===== src/rtl/output_gating_pkg.sv =====
// output_gating_pkg
//   Shared constants and helpers for the output gating block. Defines the
//   default lane geometry, the int8 saturation bounds used by the requantizer,
//   the packed FIFO word type and a lane-slice helper.
//   No ports (package).

package output_gating_pkg;

   localparam int unsigned PKG_LANES = 16;
   localparam int unsigned PKG_IN_W  = 16;
   localparam int unsigned PKG_OUT_W = 8;
   localparam int unsigned SHIFT_W   = 4;

   // Requant saturation bounds for a signed PKG_OUT_W-bit result
   localparam int SAT_MAX = (1 << (PKG_OUT_W - 1)) - 1;
   localparam int SAT_MIN = -(1 << (PKG_OUT_W - 1));

   localparam int unsigned VEC_Q_W = PKG_LANES * PKG_OUT_W;

   typedef logic [PKG_IN_W-1:0] lane_in_t;

   // One FIFO entry: two packed quantized vectors plus the tile-last marker
   typedef struct packed {
      logic               last;
      logic [VEC_Q_W-1:0] hi;
      logic [VEC_Q_W-1:0] lo;
   } word_t;

   // Extract lane idx from a flat sum vector; shift form avoids a wide
   // variable part-select index.
   function automatic lane_in_t lane_slice(input logic [PKG_LANES*PKG_IN_W-1:0] vec,
                                           input int unsigned idx);
      logic [PKG_LANES*PKG_IN_W-1:0] shifted;
      shifted = vec >> (idx * PKG_IN_W);
      return shifted[PKG_IN_W-1:0];
   endfunction

endpackage


===== src/rtl/requant_lane.sv =====
// requant_lane
//   Combinational requantizer for one lane: rounding arithmetic right shift,
//   optional ReLU, then saturation to a signed OUT_W-bit value. Arithmetic is
//   carried at IN_W+1 bits so the rounding bias can never overflow.
// Ports:
//   x_i       in  IN_W   signed input lane
//   shift_i   in  4      right-shift amount 0..15
//   relu_en_i in  1      clamp negative results to zero
//   q_o       out OUT_W  signed saturated result

module requant_lane
   import output_gating_pkg::*;
#(
   parameter int unsigned IN_W  = PKG_IN_W,
   parameter int unsigned OUT_W = PKG_OUT_W
) (
   input  logic [IN_W-1:0]    x_i,
   input  logic [SHIFT_W-1:0] shift_i,
   input  logic               relu_en_i,
   output logic [OUT_W-1:0]   q_o
);

   localparam int unsigned CW = IN_W + 1;
   localparam logic signed [CW-1:0] SatMax = CW'(SAT_MAX);
   localparam logic signed [CW-1:0] SatMin = CW'(SAT_MIN);

   logic signed [CW-1:0] x_ext;
   logic signed [CW-1:0] bias;
   logic signed [CW-1:0] sum;
   logic signed [CW-1:0] r;

   always_comb begin
      x_ext = $signed({x_i[IN_W-1], x_i});
      bias  = '0;
      if (shift_i != '0) begin
         bias = CW'(1) << (shift_i - SHIFT_W'(1));
      end
      sum = x_ext + bias;
      r   = sum >>> shift_i;

      if (relu_en_i && r[CW-1]) begin
         r = '0;
      end

      if (r > SatMax) begin
         q_o = SatMax[OUT_W-1:0];
      end else if (r < SatMin) begin
         q_o = SatMin[OUT_W-1:0];
      end else begin
         q_o = r[OUT_W-1:0];
      end
   end

endmodule


===== src/rtl/sync_fifo.sv =====
// sync_fifo
//   Single-clock FIFO with occupancy count. A push while full is accepted only
//   if a pop happens in the same cycle; otherwise the push is ignored and the
//   pointers are left alone. Storage is zeroed on reset so the head reads 0.
// Ports:
//   clk_i   in  1      clock, rising edge
//   rst_i   in  1      synchronous active-high reset
//   push_i  in  1      write request
//   wdata_i in  WIDTH  write data
//   pop_i   in  1      read request (ignored when empty)
//   rdata_o out WIDTH  head entry
//   full_o  out 1      count == DEPTH
//   empty_o out 1      count == 0

module sync_fifo #(
   parameter int unsigned WIDTH = 8,
   parameter int unsigned DEPTH = 4
) (
   input  logic             clk_i,
   input  logic             rst_i,
   input  logic             push_i,
   input  logic [WIDTH-1:0] wdata_i,
   input  logic             pop_i,
   output logic [WIDTH-1:0] rdata_o,
   output logic             full_o,
   output logic             empty_o
);

   localparam int unsigned AW = $clog2(DEPTH);

   logic [WIDTH-1:0] mem_q [DEPTH];
   logic [AW-1:0]    wr_ptr_q, wr_ptr_d;
   logic [AW-1:0]    rd_ptr_q, rd_ptr_d;
   logic [AW:0]      count_q, count_d;
   logic             do_push, do_pop;

   assign full_o  = (count_q == (AW + 1)'(DEPTH));
   assign empty_o = (count_q == '0);
   assign rdata_o = mem_q[rd_ptr_q];

   always_comb begin
      do_pop  = pop_i && !empty_o;
      // Full with a simultaneous pop frees the slot being written
      do_push = push_i && (!full_o || do_pop);

      wr_ptr_d = wr_ptr_q;
      rd_ptr_d = rd_ptr_q;
      count_d  = count_q;
      if (do_push) begin
         wr_ptr_d = wr_ptr_q + AW'(1);
      end
      if (do_pop) begin
         rd_ptr_d = rd_ptr_q + AW'(1);
      end
      if (do_push && !do_pop) begin
         count_d = count_q + (AW + 1)'(1);
      end else if (do_pop && !do_push) begin
         count_d = count_q - (AW + 1)'(1);
      end
   end

   always_ff @(posedge clk_i) begin
      if (rst_i) begin
         for (int i = 0; i < int'(DEPTH); i++) begin
            mem_q[i] <= '0;
         end
         wr_ptr_q <= '0;
         rd_ptr_q <= '0;
         count_q  <= '0;
      end else begin
         if (do_push) begin
            mem_q[wr_ptr_q] <= wdata_i;
         end
         wr_ptr_q <= wr_ptr_d;
         rd_ptr_q <= rd_ptr_d;
         count_q  <= count_d;
      end
   end

endmodule


===== src/rtl/output_gating.sv =====
// output_gating
//   Requantizes each incoming 16x16-bit sum vector to 16x int8, pairs two
//   consecutive results into one 256-bit word and queues the words in a small
//   FIFO drained through valid/ready. The upstream cannot stall, so a word that
//   finds the FIFO full is dropped and a sticky error is raised.
// Ports:
//   clk          in  1    clock, rising edge
//   rst          in  1    synchronous active-high reset
//   in_valid     in  1    sum vector present (no backpressure)
//   in_sum       in  256  16 signed 16-bit lanes
//   in_last      in  1    final vector of a tile
//   cfg_shift    in  4    rounding right-shift amount
//   cfg_relu_en  in  1    clamp negatives to zero
//   out_valid    out 1    FIFO head valid
//   out_data     out 256  {odd vector, even vector}
//   out_last     out 1    head word closes a tile
//   out_ready    in  1    downstream accepts the word
//   err_overflow out 1    sticky drop flag
//   word_cnt     out 16   accepted output words, wrapping

module output_gating
   import output_gating_pkg::*;
#(
   parameter int unsigned LANES      = PKG_LANES,
   parameter int unsigned IN_W       = PKG_IN_W,
   parameter int unsigned OUT_W      = PKG_OUT_W,
   parameter int unsigned FIFO_DEPTH = 4
) (
   input  logic                     clk,
   input  logic                     rst,
   input  logic                     in_valid,
   input  logic [LANES*IN_W-1:0]    in_sum,
   input  logic                     in_last,
   input  logic [SHIFT_W-1:0]       cfg_shift,
   input  logic                     cfg_relu_en,
   output logic                     out_valid,
   output logic [2*LANES*OUT_W-1:0] out_data,
   output logic                     out_last,
   input  logic                     out_ready,
   output logic                     err_overflow,
   output logic [15:0]              word_cnt
);

   localparam int unsigned QW = LANES * OUT_W;

   // Stage 1: requantized vector
   logic [QW-1:0] q_d, q_q;
   logic          q_valid_q, q_last_q;

   // Stage 2: packer
   logic          half_q, half_d;
   logic [QW-1:0] lo_q, lo_d;
   logic          push;
   word_t         push_word;

   // FIFO side
   word_t         head_word;
   logic          fifo_full, fifo_empty, pop;
   logic          err_q, err_d;
   logic [15:0]   word_cnt_q, word_cnt_d;

   for (genvar i = 0; i < LANES; i++) begin : g_lane
      requant_lane #(
         .IN_W  (IN_W),
         .OUT_W (OUT_W)
      ) u_requant_lane (
         .x_i       (lane_slice(in_sum, i)),
         .shift_i   (cfg_shift),
         .relu_en_i (cfg_relu_en),
         .q_o       (q_d[i*OUT_W +: OUT_W])
      );
   end

   always_comb begin
      push      = 1'b0;
      push_word = '0;
      half_d    = half_q;
      lo_d      = lo_q;
      if (q_valid_q) begin
         if (half_q) begin
            push           = 1'b1;
            push_word.hi   = q_q;
            push_word.lo   = lo_q;
            push_word.last = q_last_q;
            half_d         = 1'b0;
         end else if (q_last_q) begin
            // Lone tile-closing vector: emit with an empty upper half
            push           = 1'b1;
            push_word.lo   = q_q;
            push_word.last = 1'b1;
         end else begin
            lo_d   = q_q;
            half_d = 1'b1;
         end
      end
   end

   assign out_valid = !fifo_empty;
   assign pop       = out_valid && out_ready;

   always_comb begin
      err_d      = err_q || (push && fifo_full && !pop);
      word_cnt_d = word_cnt_q + (pop ? 16'd1 : 16'd0);
   end

   sync_fifo #(
      .WIDTH ($bits(word_t)),
      .DEPTH (FIFO_DEPTH)
   ) u_sync_fifo (
      .clk_i   (clk),
      .rst_i   (rst),
      .push_i  (push),
      .wdata_i (push_word),
      .pop_i   (pop),
      .rdata_o (head_word),
      .full_o  (fifo_full),
      .empty_o (fifo_empty)
   );

   assign out_data     = {head_word.hi, head_word.lo};
   assign out_last     = head_word.last;
   assign err_overflow = err_q;
   assign word_cnt     = word_cnt_q;

   always_ff @(posedge clk) begin
      if (rst) begin
         q_q        <= '0;
         q_valid_q  <= 1'b0;
         q_last_q   <= 1'b0;
         half_q     <= 1'b0;
         lo_q       <= '0;
         err_q      <= 1'b0;
         word_cnt_q <= '0;
      end else begin
         q_q        <= q_d;
         q_valid_q  <= in_valid;
         q_last_q   <= in_valid && in_last;
         half_q     <= half_d;
         lo_q       <= lo_d;
         err_q      <= err_d;
         word_cnt_q <= word_cnt_d;
      end
   end

endmodule


===== config.mk =====
export PLATFORM = sky130hd
export DESIGN_NAME = output_gating
export DESIGN_NICKNAME = d
export VERILOG_FILES = /design/src/rtl/output_gating_pkg.sv /design/src/rtl/requant_lane.sv /design/src/rtl/sync_fifo.sv /design/src/rtl/output_gating.sv
export SDC_FILE = /design/constraint.sdc
export NUM_CORES = 2
export LEC_CHECK = 0
export BUFFER_PORTS_ARGS = -buffer_cell sky130_fd_sc_hd__buf_4
export CAP_MARGIN = 20
export CORE_MARGIN = 1.5
export CORE_UTILIZATION = 43
export CTS_CLUSTER_DIAMETER = 30
export CTS_CLUSTER_SIZE = 10
export DETAILED_ROUTE_END_ITERATION = 6
export SYNTH_ARGS = -nofsm -noshare
export SYNTH_HDL_FRONTEND = slang
export SYNTH_HIERARCHICAL = 1
export SYNTH_SLANG_ARGS = --single-unit

===== constraint.sdc =====
create_clock -name clk -period 86.2 [get_ports clk]
set_input_delay 25.86 -clock clk [delete_from_list [all_inputs] [get_ports clk]]
set_output_delay 25.86 -clock clk [all_outputs]
set_load 0.05 [all_outputs]

# Word-level counts from Yosys, hierarchy flattened
# Memories as Yosys holds them, arrays and structs flattened. A register that Yosys moved wholly into a read port is not among the register bits.
# Index checks and enable logic that the tools add are counted.
dict set report word_totals {
  n_memories 1
  inputBits 266
  mem_bits_rw 1028
  reg_bits 283
  wordCells 225
  out_inout_bits 275
}
dict set report op_classes {
  n_mux 72
  bitwise_logic 2
  n_reduce_logical 52
  eq_ne 1
  shifts 17
  order_cmp 32
  add_sub_neg 22
}
# name words word_bits read_ports rd_clocked_by_memory_dff write_ports line_no
set memory_table {}
lappend memory_table {u_sync_fifo.mem_q 4 257 1 1 4 sync_fifo.sv:31} ;# logic [WIDTH-1:0] mem_q [DEPTH];
# cell n
set op_table {}
lappend op_table {{2-to-1 mux 257 bit} 2}
lappend op_table {{2-to-1 mux 128 bit} 3}
lappend op_table {{2-to-1 mux 17 bit} 17}
lappend op_table {{adder 16 x 17 -> 17 bit} 16}
lappend op_table {{greater-than comparator 17 x 8 -> 1 bit (second input constant)} 16}
lappend op_table {{less-than comparator 17 x 8 -> 1 bit (second input constant)} 16}
lappend op_table {{>>> shifter 17 x 4 -> 17 bit} 16}
lappend op_table {{OR reduction 257 bit} 1}
lappend op_table {{2-to-1 mux 8 bit} 16}
lappend op_table {{2-to-1 mux 7 bit} 16}
lappend op_table {{OR reduction 2 bit} 16}
lappend op_table {{logical AND 1 bit} 24}
lappend op_table {{left shift 1 x 4 -> 17 bit (first input constant)} 1}
lappend op_table {{adder 16 x 1 -> 16 bit} 1}
lappend op_table {{2-to-1 mux 1 bit} 13}
lappend op_table {{2-to-1 mux 2 bit} 3}
lappend op_table {{2-to-1 mux 3 bit} 2}
lappend op_table {{logical NOT 1 bit} 5}
lappend op_table {{adder 2 x 1 -> 2 bit (second input constant)} 2}
lappend op_table {{nonzero test 4 bit} 1}
lappend op_table {{subtractor 4 x 1 -> 4 bit (second input constant)} 1}
lappend op_table {{adder 3 x 1 -> 3 bit (second input constant)} 1}
lappend op_table {{== test 3 bit (second input constant)} 1}
lappend op_table {{logical NOT 3 bit} 1}
lappend op_table {{5 further kinds} 7}

# Logic depth before layout (Yosys ltp)
dict set report depth {
  word_depth 11
  mapped_depth 20
  ltp_nobuf 18
}

# Hierarchy
# The synthesis kept the hierarchy.
# mod cells_per_inst area_per_inst_um2 seq_area_each_um2 instances
set by_module_without_submodules {}
lappend by_module_without_submodules {sync_fifo 2534 44303.7 31049.8 1}
lappend by_module_without_submodules {{requant_lane (g_lane[0].u_requant_lane ...)} 292 2013.2 0.0 12}
lappend by_module_without_submodules {output_gating 1234 10775.3 5525.3 1}
lappend by_module_without_submodules {{requant_lane (g_lane[8].u_requant_lane ...)} 258 1844.3 0.0 2}
lappend by_module_without_submodules {{requant_lane (g_lane[6].u_requant_lane)} 301 2203.4 0.0 1}
lappend by_module_without_submodules {{requant_lane (g_lane[7].u_requant_lane)} 295 2019.4 0.0 1}

# Worst setup path before layout
# No wires, ideal clock.
dict set report synth_path {
  kind {input port to flip-flop}
  start {in out_ready}
  end {mem u_sync_fifo/mem_q[1][0] (netlist name), enable pin}
  path_buffers 0
  setup_time_ns 1.251
  setup_slack_ns 39.934
  required_ns 84.949
  cell_stages 3
  arrival_ns 45.015
  path_cell_list {nor2b_1 > nor4b_4 > o31ai_1}
}
# item line_no
set synth_lines {}
lappend synth_lines {{start, declared} output_gating.sv:39} ;# input logic out_ready,
lappend synth_lines {{end, declared} sync_fifo.sv:31}

# Worst setup path in the final report
dict set report layout_path {
  start {in cfg_shift[2]}
  end {reg q_q[45]}
}
dict set report layout_via {
  elab_chain_len 10
  elab_cells_between_ends 12
  classes_between {add/sub (2); order compare (2); shift (2); mux (4); reduce/logical (2)}
}
# item line_no
set layout_lines {}
lappend layout_lines {{start, declared} output_gating.sv:34} ;# input logic [SHIFT_W-1:0] cfg_shift,
lappend layout_lines {{subtractor 4 x 1 -> 4 bit} requant_lane.sv:36} ;# bias = CW'(1) << (shift_i - SHIFT_W'(1));
lappend layout_lines {{left shift 1 x 4 -> 17 bit} requant_lane.sv:36}
lappend layout_lines {{2-to-1 mux 17 bit} requant_lane.sv:35} ;# if (shift_i != '0) begin
lappend layout_lines {{adder 16 x 17 -> 17 bit} requant_lane.sv:38} ;# sum = x_ext + bias;
lappend layout_lines {{>>> shifter 17 x 4 -> 17 bit *} requant_lane.sv:39} ;# r = sum >>> shift_i;
lappend layout_lines {{logical AND 1 bit} requant_lane.sv:41} ;# if (relu_en_i && r[CW-1]) begin
lappend layout_lines {{2-to-1 mux 17 bit *} requant_lane.sv:41}
lappend layout_lines {{less-than comparator 17 x 8 -> 1 bit} requant_lane.sv:47} ;# end else if (r < SatMin) begin
lappend layout_lines {{2-to-1 mux 8 bit} requant_lane.sv:47}
lappend layout_lines {{2-to-1 mux 7 bit *} requant_lane.sv:45} ;# if (r > SatMax) begin
lappend layout_lines {{named net q_d[45]} output_gating.sv:47} ;# logic [QW-1:0] q_d, q_q;
lappend layout_lines {{end signal, assigned} output_gating.sv:135} ;# q_q <= q_d;
lappend layout_lines {{end, declared} output_gating.sv:47}
# The timed path passes the listed nets; every way through them passes the cells marked *.
# A chain may end at the register's enable or synchronous reset.

==> impl_metrics.json <==
{
  "antenna_found_initial": 10,
  "ys.warnings.count": 6,
  "finalSetupViolCount": 0,
  "min-delay-start": "lo_q[19]",
  "grt_max_degree": 179,
  "r2r-end": "u_sync_fifo/mem_q[0][173]",
  "syn_area_sq_um": 87100,
  "post_cts_buffers": 0,
  "synth_area_per_cell_sq_um": 10.4,
  "max-vdd-ir-drop_mv": 0.0218,
  "hold_viol_final": 0,
  "hold_path_depth": 2,
  "powerDensity_nw_per_um2": 20.8,
  "clk-insertion-delay-late_ps": 890,
  "syn_inst": 8384,
  "min_to": "lo_q[19]",
  "clockBufferDepth": 4,
  "ys_ff_latch": 1313,
  "fmax_mhz": 30.8,
  "tightest_slew_ps": 1160,
  "nFillCells": 18200,
  "ff2ff_path_depth": 8,
  "synthToLayoutAreaGrowth_pct": 17.6,
  "yosysTopAreaCellShare_pct": 35.4,
  "chipHeight_um": 453,
  "drtIter0Drc": 6228,
  "grt_first_pass_wirelength_um": 426000,
  "synthMuxAreaShare_pct": 10.1,
  "synthesis.nets": 8926,
  "synth_top_cell_by_area": "edfxtp_1",
  "cpMostUsedCell": "buf_4",
  "clock_sinks": 1313,
  "firstDrtPassIters": 5,
  "hp-class": "register to register",
  "skew_ps": 61.0,
  "dp_slack_ps": 52990,
  "crit_arrival_ps": 33190,
  "synth_compound_area_share_pct": 16.8,
  "stdcell_count": 11700,
  "rows": 165,
  "fin_ws_ps": 53710,
  "overflow": 0,
  "track_usage_pct": 26.8,
  "timing.final.crit_share_pct": 37.7,
  "finalSetupTns_ps": 0,
  "core_area_sq_um": 202000,
  "path_clk_slew_ps": 50,
  "cts_resized": 0,
  "hpwlAfterDp_um": 186000,
  "place_congestion": 0.941,
  "vias": 69500,
  "wire_per_inst_um": 24.3,
  "drive_gt1_share_pct": 20.1,
  "synth_top_family_by_area": "simple AND/OR/NAND/NOR gates",
  "cts_buffers": 296,
  "ant_nets": 0,
  "slew_viol_final": 0,
  "drc": 0,
  "dp_cells": 11100,
  "r2r_slack_ps": 80920,
  "ys_seq_area_share_pct": 42.0,
  "maxCapViolCount": 0,
  "synthAdderAreaFrac_pct": 4.11,
  "critical_path.max_stage_delay_ps": 650,
  "reg2reg_from": "u_sync_fifo/count_q[0]",
  "finalPower_uw": 2130,
  "p_leak_uw": 0.0397,
  "start_util_pct": 43.2,
  "slowest_stage": "buf_4",
  "end_kind": "register",
  "numPortBuffers": 540,
  "layout.nets": 9305,
  "synth_edf_count": 1028,
  "synth_xor_area_share_pct": 2.20,
  "die_area_sq_um": 205000,
  "rsz0062_at_grt": "no",
  "die_x_um": 453,
  "synthTopCellsByArea": "edfxtp_1, and2_1, mux4_2",
  "layout_min_cycle_time_ps": 32490,
  "whs_ps": 450,
  "cp_cell_sequence": "buf_8 > buf_4 > buf_4 > buf_4 > buf_4 > buf_4 > inv_1 > nand2_1 > nor2_1 > ha_1 > a21o_4 > a31o_4 > o21a_1 > or4_4 > a31oi_1 > a2111oi_1 > a21oi_1 > nor4_2 > o41ai_2 > o31ai_2 > nor2b_1",
  "cts_tree": "done",
  "htree_levels": 5,
  "route.final.wire_length_um": 283000,
  "slew_headroom_pct": 22.5,
  "async_flop_share_pct": 0,
  "crit_type": "input port to register",
  "root_buffer": "clkbuf_16",
  "status": "completed",
  "viasPerCell": 5.96,
  "yosys_most_used_dff": "edfxtp_1",
  "synthSimpleGateAreaFrac_pct": 21.2,
  "worst-path-max-fanout": 79,
  "worstPathRequired_ps": 86900,
  "timing.critical_path.from_type": "input port",
  "grt_pass1_vias": 68700,
  "yosys.cell_types.count": 124,
  "num_io_pins": 541,
  "hold_buffers": 0
}
[layer usage]
layer | wire length (um) | GRT usage (%) | part of all wire [%] | up-vias
met4 | 9440 | 9.26 | 3.3 | 0
met5 | 0 | 0 | 0 | -
met2 | 136000 | 44.6 | 48 | 2221
met1 | 123000 | 35.8 | 43 | 34600
li1 | - | - | - | 32300
met3 | 15300 | 3.65 | 5.4 | 413
[logic make-up after synthesis]
group                      Yosys count
and+or+nand+nor                   3431
buffers and inverters              698
xor gates and xnor gates           191
other                               16
AOI/OAI and AO/OA                 1967
muxes                              492
adders and majority gates          276
DFF                               1313
[cell usage after synthesis (111+ instances only)]
cell type and n:
a211oi_1 130, o21ai_1 111, nand4_1 130, a21oi_1 521, o211ai_1 134, mux4_2 301, xnor2_1 112, nor2b_1 165
and3_1 145, nor3_1 157, nand2_1 717, clkbuf_1 266, buf_2 141, o21ai_0 202, dfxtp_1 285, nor2_1 570
mux2i_1 125, inv_1 132, and2_1 1114, ha_1 259, edfxtp_1 1028, a22o_1 155
[power by group]
group | total, uW | switching (uW) | leakage (uW) | internal, uW
Sequential | 731 | 19.4 | 0.0130 | 711
Clock | 1080 | 344 | 0.00472 | 735
Combinational | 318 | 206 | 0.0220 | 112
Total | 2130 | 569 | 0.0397 | 1560
[through the flow]
stage	area [sq um]	util, %
CTS	102000	50.8
finish	103000	50.8
global route	103000	50.8
global placement	92800	46.0
floorplan	87100	-
detailed placement	92800	46.0
[critical path, delay by kind of cell]
kind            cells  cell delay (ps)
buf+inv             7             3490
simple gates        5             1050
fa+ha+maj           1              410
compound gates      8             2210
[placed cells by master (no fill, tap or decap), types with 164 or more instances in the layout]
master | netlist | routed
ha_1 | 259 | 259
dfxtp_1 | 285 | 281
nor2_1 | 570 | 570
buf_4 | 60 | 600
nand2_1 | 717 | 717
o21ai_0 | 202 | 201
mux4_2 | 301 | 301
clkbuf_16 | 0 | 302
and2_1 | 1114 | 1113
a21oi_1 | 521 | 521
nor2b_1 | 165 | 164
edfxtp_1 | 1028 | 1028
[state kept, by name, indices dropped and copies added (netlist names), named ones only]
name                  cells
q_last_q                  1
lo_q                    128
word_cnt                 16
err_overflow              1
half_q                    1
u_sync_fifo/mem_q      1028
q_valid_q                 1
q_q                     128
u_sync_fifo/rd_ptr_q      2
u_sync_fifo/count_q       3
u_sync_fifo/wr_ptr_q      2
[worst max path at each step]
stage	from	endpoint	slack [ps]
after floorplan	out_ready	u_sync_fifo/mem_q[1][0]	39930
after global placement	cfg_shift[2]	q_q[41]	53160
after detailed placement	cfg_shift[2]	q_q[45]	52990
after CTS	cfg_shift[2]	q_q[45]	53920
after global routing	cfg_shift[2]	q_q[45]	53360
final	cfg_shift[2]	q_q[45]	53710
[cell type report]
type	count	area (sq um)	area share [%]
Sequential cell	1313	36600	35.7
Multi-Input combinational cell	6373	47500	46.3
Timing Repair Buffer	618	4820	4.70
Inverter	161	604	0.589
Antenna cell	5	12.5	0.0122
Clock inverter	153	1560	1.53
Tap cell	2672	3340	3.26
Clock buffer	368	8100	7.90
(Power assumes the default switching activity.)
